File: config.mk
export PLATFORM = sky130hd
export DESIGN_NAME = sample_quad_gatherer
export DESIGN_NICKNAME = d
export VERILOG_FILES = /design/src/rtl/quad_pkg.sv /design/src/rtl/quad_out_reg.sv /design/src/rtl/sample_quad_gatherer.sv
export SDC_FILE = /design/constraint.sdc
export NUM_CORES = 1
export LEC_CHECK = 0
export CORE_ASPECT_RATIO = 1.5
export CORE_MARGIN = 5
export CORE_UTILIZATION = 50
export CTS_CLUSTER_DIAMETER = 40
export DETAILED_ROUTE_END_ITERATION = 10
export GPL_ROUTABILITY_DRIVEN = 0
export PLACE_DENSITY = 0.77
export SYNTH_ARGS = -nofsm -noshare
export SYNTH_HDL_FRONTEND = slang
export SYNTH_SLANG_ARGS = --single-unit
File: constraint.sdc
create_clock -name clk -period 2.55 [get_ports clk]
set_input_delay 0.51 -clock clk [delete_from_list [all_inputs] [get_ports clk]]
set_output_delay 0.51 -clock clk [all_outputs]
set_load 0.01 [all_outputs]
File: src/rtl/quad_pkg.sv
// -----------------------------------------------------------------------------
// quad_pkg
// Shared types and constants for the sample quad gatherer and its holding
// register.
//   QUAD_LANES    lanes per group handed to the four-input minimum stage
//   cnt_t         fill counter type (0..3)
//   hold_state_t  holding register state (EMPTY/FULL)
//   quad_t        four lanes at the default sample width
//   PAD_VALUE     all-ones filler for unused lanes, so padding never wins a min
//   real_lanes()  number of real lanes in a group closing now
// Optional feature macro used by the users of this package:
//   SAMPLE_QUAD_NVALID_EN
// -----------------------------------------------------------------------------
package quad_pkg;

   localparam int QUAD_LANES = 4;
   localparam int QUAD_W     = 8;

   typedef logic [1:0] cnt_t;

   typedef enum logic {
      HOLD_EMPTY = 1'b0,
      HOLD_FULL  = 1'b1
   } hold_state_t;

   typedef struct packed {
      logic [QUAD_W-1:0] d;
      logic [QUAD_W-1:0] c;
      logic [QUAD_W-1:0] b;
      logic [QUAD_W-1:0] a;
   } quad_t;

   localparam logic [QUAD_W-1:0] PAD_VALUE = '1;

   // Staged lanes plus the sample arriving on the closing edge, if any.
   function automatic logic [2:0] real_lanes(input cnt_t staged, input logic with_sample);
      return {1'b0, staged} + {2'b00, with_sample};
   endfunction

endpackage

File: src/rtl/quad_out_reg.sv
// -----------------------------------------------------------------------------
// quad_out_reg
// Output holding register for one quad with valid/ready handshake.
// Handshake: a quad transfers on a rising edge where out_valid && out_ready;
// out_valid, once high, stays high and the lanes stay stable until that
// transfer. A load may coincide with a transfer (drain and reload on the same
// edge), in which case out_valid stays high with the new quad. The caller
// only loads when the register is EMPTY or being drained this cycle.
// Ports:
//   clk, reset          rising-edge clock, synchronous active-high reset
//   load, load_lanes    new quad to capture (lane 0 = oldest)
//   load_nvalid         real lane count of the new quad (SAMPLE_QUAD_NVALID_EN)
//   out_valid/out_ready output handshake
//   out_lanes           held quad
//   out_nvalid          real lane count of the held quad (SAMPLE_QUAD_NVALID_EN)
//   state               holding state, exposed for observation
// -----------------------------------------------------------------------------
module quad_out_reg
   import quad_pkg::*;
#(
   parameter int WIDTH = 8
) (
   input  logic                                  clk,
   input  logic                                  reset,
   input  logic                                  load,
   input  logic [QUAD_LANES-1:0][WIDTH-1:0]      load_lanes,
`ifdef SAMPLE_QUAD_NVALID_EN
   input  logic [2:0]                            load_nvalid,
   output logic [2:0]                            out_nvalid,
`endif
   input  logic                                  out_ready,
   output logic                                  out_valid,
   output logic [QUAD_LANES-1:0][WIDTH-1:0]      out_lanes,
   output hold_state_t                           state
);

   hold_state_t state_q, state_d;

   always_ff @(posedge clk) begin
      if (reset) begin
         state_q <= HOLD_EMPTY;
      end else begin
         state_q <= state_d;
      end
   end

   always_comb begin
      state_d = state_q;
      case (state_q)
         HOLD_EMPTY: if (load) state_d = HOLD_FULL;
         HOLD_FULL:  if (!load && out_ready) state_d = HOLD_EMPTY;
         default:    state_d = HOLD_EMPTY;
      endcase
   end

   always_ff @(posedge clk) begin
      if (reset) begin
         out_lanes <= '0;
      end else if (load) begin
         out_lanes <= load_lanes;
      end
   end

`ifdef SAMPLE_QUAD_NVALID_EN
   always_ff @(posedge clk) begin
      if (reset) begin
         out_nvalid <= '0;
      end else if (load) begin
         out_nvalid <= load_nvalid;
      end
   end
`endif

   assign out_valid = (state_q == HOLD_FULL);
   assign state     = state_q;

endmodule

File: src/rtl/sample_quad_gatherer.sv
// -----------------------------------------------------------------------------
// sample_quad_gatherer
// Packs a stream of WIDTH-bit samples into quads for the four-input minimum
// stage. A flush closes a partial group, padding unused lanes with all-ones.
// Handshakes: a sample transfers on a rising edge with in_valid && in_ready;
// a quad transfers on a rising edge with out_valid && out_ready. Neither
// side's valid depends on its own ready.
// Ports:
//   clk, reset                   rising-edge clock, synchronous active-high reset
//   in_valid, in_ready, in_data  sample input handshake
//   flush                        one-cycle request to close the partial group
//   out_valid, out_ready         quad output handshake
//   out_a..out_d                 quad lanes, a = oldest sample
//   out_nvalid                   real lanes in the held quad, 1..4
//                                (only with SAMPLE_QUAD_NVALID_EN defined)
// -----------------------------------------------------------------------------
module sample_quad_gatherer
   import quad_pkg::*;
#(
   parameter int WIDTH = 8
) (
   input  logic             clk,
   input  logic             reset,
   input  logic             in_valid,
   output logic             in_ready,
   input  logic [WIDTH-1:0] in_data,
   input  logic             flush,
   output logic             out_valid,
   input  logic             out_ready,
   output logic [WIDTH-1:0] out_a,
   output logic [WIDTH-1:0] out_b,
   output logic [WIDTH-1:0] out_c,
   output logic [WIDTH-1:0] out_d
`ifdef SAMPLE_QUAD_NVALID_EN
   ,
   output logic [2:0]       out_nvalid
`endif
);

   localparam logic [WIDTH-1:0] PAD = {WIDTH{1'b1}};

   cnt_t                             cnt;
   logic [2:0][WIDTH-1:0]            stage;
   logic                             flush_pend;
   logic [QUAD_LANES-1:0][WIDTH-1:0] load_lanes;
   logic [QUAD_LANES-1:0][WIDTH-1:0] out_lanes;
   hold_state_t                      hold_state;

   logic accept;
   logic can_close;
   logic flush_req;
   logic close_full;
   logic close_flush;
   logic close;

   // Only a full group needs the holding register; a partial group keeps
   // filling while the held quad waits.
   assign in_ready    = !reset && !((cnt == 2'd3) && out_valid && !out_ready);
   assign accept      = in_valid && in_ready;
   assign can_close   = !out_valid || out_ready;
   assign flush_req   = flush || flush_pend;
   assign close_full  = accept && (cnt == 2'd3);
   assign close_flush = flush_req && ((cnt != 2'd0) || accept) && can_close;
   assign close       = close_full || close_flush;

   // Lanes below cnt come from staging, lane cnt takes the incoming sample,
   // everything above is padding.
   always_comb begin
      load_lanes = '0;
      for (int i = 0; i < 3; i++) begin
         if (cnt_t'(i) < cnt) begin
            load_lanes[i] = stage[i];
         end else if ((cnt_t'(i) == cnt) && accept) begin
            load_lanes[i] = in_data;
         end else begin
            load_lanes[i] = PAD;
         end
      end
      load_lanes[3] = close_full ? in_data : PAD;
   end

   always_ff @(posedge clk) begin
      if (reset) begin
         cnt        <= '0;
         stage      <= '0;
         flush_pend <= 1'b0;
      end else if (close) begin
         cnt        <= '0;
         flush_pend <= 1'b0;
      end else begin
         if (accept && (cnt != 2'd3)) begin
            stage[cnt] <= in_data;
            cnt        <= cnt + 2'd1;
         end
         // A flush that cannot close now waits for the holding register.
         flush_pend <= flush_req && ((cnt != 2'd0) || accept);
      end
   end

   quad_out_reg #(
      .WIDTH (WIDTH)
   ) u_out_reg (
      .clk         (clk),
      .reset       (reset),
      .load        (close),
      .load_lanes  (load_lanes),
`ifdef SAMPLE_QUAD_NVALID_EN
      .load_nvalid (real_lanes(cnt, accept)),
      .out_nvalid  (out_nvalid),
`endif
      .out_ready   (out_ready),
      .out_valid   (out_valid),
      .out_lanes   (out_lanes),
      .state       (hold_state)
   );

   assign out_a = out_lanes[0];
   assign out_b = out_lanes[1];
   assign out_c = out_lanes[2];
   assign out_d = out_lanes[3];

endmodule

==> impl_metrics.csv <==
group,metric,value,unit
outcome,status,"finished, final reports clean",
clocking,cts-buffers-inserted,9,
floorplanning,placementRows,31,
layout,layout.nets,285,
synthesis,avgSynthCellArea,11.8,sq um
critical_path,criticalPathCategory,"input port to output port",
job,cap_violations,0,
layout,multi_input_area,1230,sq um
layout,syn2layout_area_growth,31.6,%
clocking,insertion_delay,340,ps
layout,finish.utilization,68.3,%
power,switchingPower,0.000587,W
route,first_iter_violations,71,
critical_path,crit_required,2040,ps
route,routed_wl,6000,um
clocking,cts.sinks,60,
power,clockPowerShare,45.1,%
sta,fin_crit,2250,ps
floorplanning,core-area,4850,sq um
power,p_comb_share,13.9,%
power,netSwitchingFraction,23.0,%
power,p_seq_share,41.0,%
synthesis,synth_warnings,0,
clocking,clockRootBuffer,"clkbuf_8",
sta,max_slew.worst_pin.slew,605,ps
floorplanning,dieArea,6580,sq um
route,firstDrtPassIters,4,
route,avgViaCountPerCell,5.66,
clocking,hold_buffers,0,
power,power.density,769,nW/um^2
power,peakVddDrop,512,uV
global_routing,first_global_vias,1878,
route,routedWlPerCell,17.7,um
global_routing,grt_start_max_net_pins,28,
sta,fin_tns_setup,0,ps
sta,setup_viol_count_final,0,
synthesis,synth_cell_types,34,
sta,drv_slew,0,
floorplanning,start_util,51.9,%
route,num_vias,1913,
global_routing,grt_use_total,19.7,%
clocking,htree_levels,3,
placed_design,dp_hpwl,4130,um
critical_path,cp_max_fo,2,
clocking,cts-resized-gates,0,
sta,rsz0062_at_grt,"false",
sta,slew_headroom,59.5,%
layout,diodes,0,
hold_path,worstHoldPathType,"flip-flop to flip-flop",
sta,max_freq,444,MHz
placed_design,port-buffer-count,46,
clocking,cts_setup_buffers,0,
floorplanning,die_x,67.9,um
layout,regArea,1200,sq um
route,drc,0,
critical_path,crit_path_start_kind,"input port",
global_routing,grt_overflow,0,
critical_path,endpoint_kind,"output port",
power,p_leak,1.35,nW
sta,period_share,88.4,%
global_routing,grt_pass1_wl,9630,um
layout,fillCellCount,379,
synthesis,syn-cell-area,2520,sq um
synthesis,ys_ff_latch,60,
synthesis,syn-num-nets,232,
critical_path,crit_arrival,1740,ps
layout,drive_above_1_share,19.5,%
clocking,path_clk_slew,60,ps
synthesis,yosysSeqAreaShare,47.7,%
floorplanning,num_io_pins,47,
route,ant_nets,0,
sta,skew,7.26,ps
global_routing,antenna_found_initial,0,
sta,hold_violations,0,
power,internal_power,0.00196,W
floorplanning,die_y,96.9,um
synthesis,synth_cells,214,
clocking,cts_tree,"yes",
clocking,clock_path_buffers,2,
==> synthesized netlist by cell type, drive strengths merged <==
master | count | area share [%]
o221a | 8 | 3.6
o21a | 1 | 0.30
nor2b | 2 | 0.50
o22ai | 25 | 6.2
o21bai | 1 | 0.45
nor2 | 29 | 4.4
nand2 | 2 | 0.40
or2 | 1 | 0.25
clkinv | 1 | 0.15
o211ai | 3 | 2.5
nand4 | 2 | 0.50
mux2i | 24 | 9.5
ha | 5 | 2.5
nor3b | 1 | 0.75
nor3 | 1 | 0.40
a211oi | 2 | 1.1
a21oi | 3 | 1.0
nand3 | 1 | 0.20
buf | 6 | 2.0
clkbuf | 4 | 0.60
nand2b | 1 | 0.25
xnor2 | 1 | 0.35
dfxtp | 60 | 48
inv | 5 | 0.75
nand3b | 2 | 0.60
o2bb2ai | 23 | 13
==> path summary, 6_finish.rpt <==
check / start / endpoint / cells after the start / slack (ps)
min: u_out_reg.out_lanes[20] / u_out_reg.out_lanes[20] / 1 / 470
max: out_ready / in_ready / 4 / 300
max reg2reg: cnt[1] / u_out_reg.out_lanes[18] / 7 / 470
min reg2reg: u_out_reg.out_lanes[20] / u_out_reg.out_lanes[20] / 1 / 470
==> flip-flops by register name, indices dropped and copies added (netlist names) <==
signal	flops
flush_pend	1
stage	24
u_out_reg.out_valid	1
u_out_reg.out_lanes	32
cnt	2
==> worst max-delay path: stages <==
cell,delay (ps)
clkdlybuf4s50_1,470
nor2b_1,70
a21oi_1,140
clkdlybuf4s50_1,550
==> cell type report <==
cell class / count / share of cell area [%]
Clock buffer: 10 / 4.15
Clock inverter: 6 / 4.08
Inverter: 6 / 0.680
Multi-Input combinational cell: 138 / 37.1
Sequential cell: 60 / 36.3
Tap cell: 66 / 2.49
Timing Repair Buffer: 52 / 15.3
==> through the flow <==
stage	setup WS, ps	total power, W	area (sq um)	hold WS, ps	std cells
final	297	0.00255	3310	472	338
after global routing	222	0.00264	3310	483	338
after CTS	277	0.00257	3310	475	338
after detailed placement	269	0.00142	3040	457	322
after global placement	275	0.00142	3040	460	322
after floorplan	661	0.00124	2520	464	214
==> kinds of logic after synthesis <==
group	Yosys count	share of synthesized area, %
AOI/OAI and AO/OA	66	28.2
DFF	60	47.7
and+or+nand+nor	42	8.25
muxes	24	9.54
buffers and inverters	16	3.48
adders and majority gates	5	2.49
xor gates and xnor gates	1	0.348
==> cell usage in the layout (no fill, tap or decap), drive strengths merged <==
cell type / Yosys / layout
dfxtp: 60 / 60
clkdlybuf4s50: 0 / 46
nor2: 29 / 29
o22ai: 25 / 25
mux2i: 24 / 24
o2bb2ai: 23 / 23
clkbuf: 4 / 10
o221a: 8 / 8
buf: 6 / 6
ha: 5 / 5
inv: 5 / 5
bufinv: 0 / 4
o211ai: 3 / 3
a21oi: 3 / 3
nor2b: 2 / 2
nand3b: 2 / 2
nand4: 2 / 2
clkinvlp: 0 / 2
a211oi: 2 / 2
nand2: 2 / 2
nor3b: 1 / 1
nor3: 1 / 1
nand2b: 1 / 1
o21bai: 1 / 1
clkinv: 1 / 1
or2: 1 / 1
nand3: 1 / 1
o21a: 1 / 1
xnor2: 1 / 1
==> per-layer routing <==
| layer | routed length [um] | up-vias | global-route usage, % | part of all wire, % |
|---|---|---|---|---|
| li1 | - | 918 | - | - |
| met1 | 2470 | 948 | 23.5 | 41 |
| met2 | 3210 | 38 | 32.0 | 54 |
| met3 | 187 | 9 | 5.10 | 3.1 |
| met4 | 125 | 0 | 8.88 | 2.1 |
| met5 | 0 | - | 0 | 0 |
==> power groups by stage <==
| stage | Combinational (W) | Clock [W] | Sequential, W |
|---|---|---|---|
| after floorplan | 0.000160 | 0 | 0.00108 |
| after global placement | 0.000349 | 0 | 0.00107 |
| after detailed placement | 0.000356 | 0 | 0.00107 |
| after CTS | 0.000358 | 0.00116 | 0.00105 |
| after global routing | 0.000375 | 0.00122 | 0.00105 |
| final | 0.000353 | 0.00115 | 0.00105 |
(Power assumes the default switching activity.)
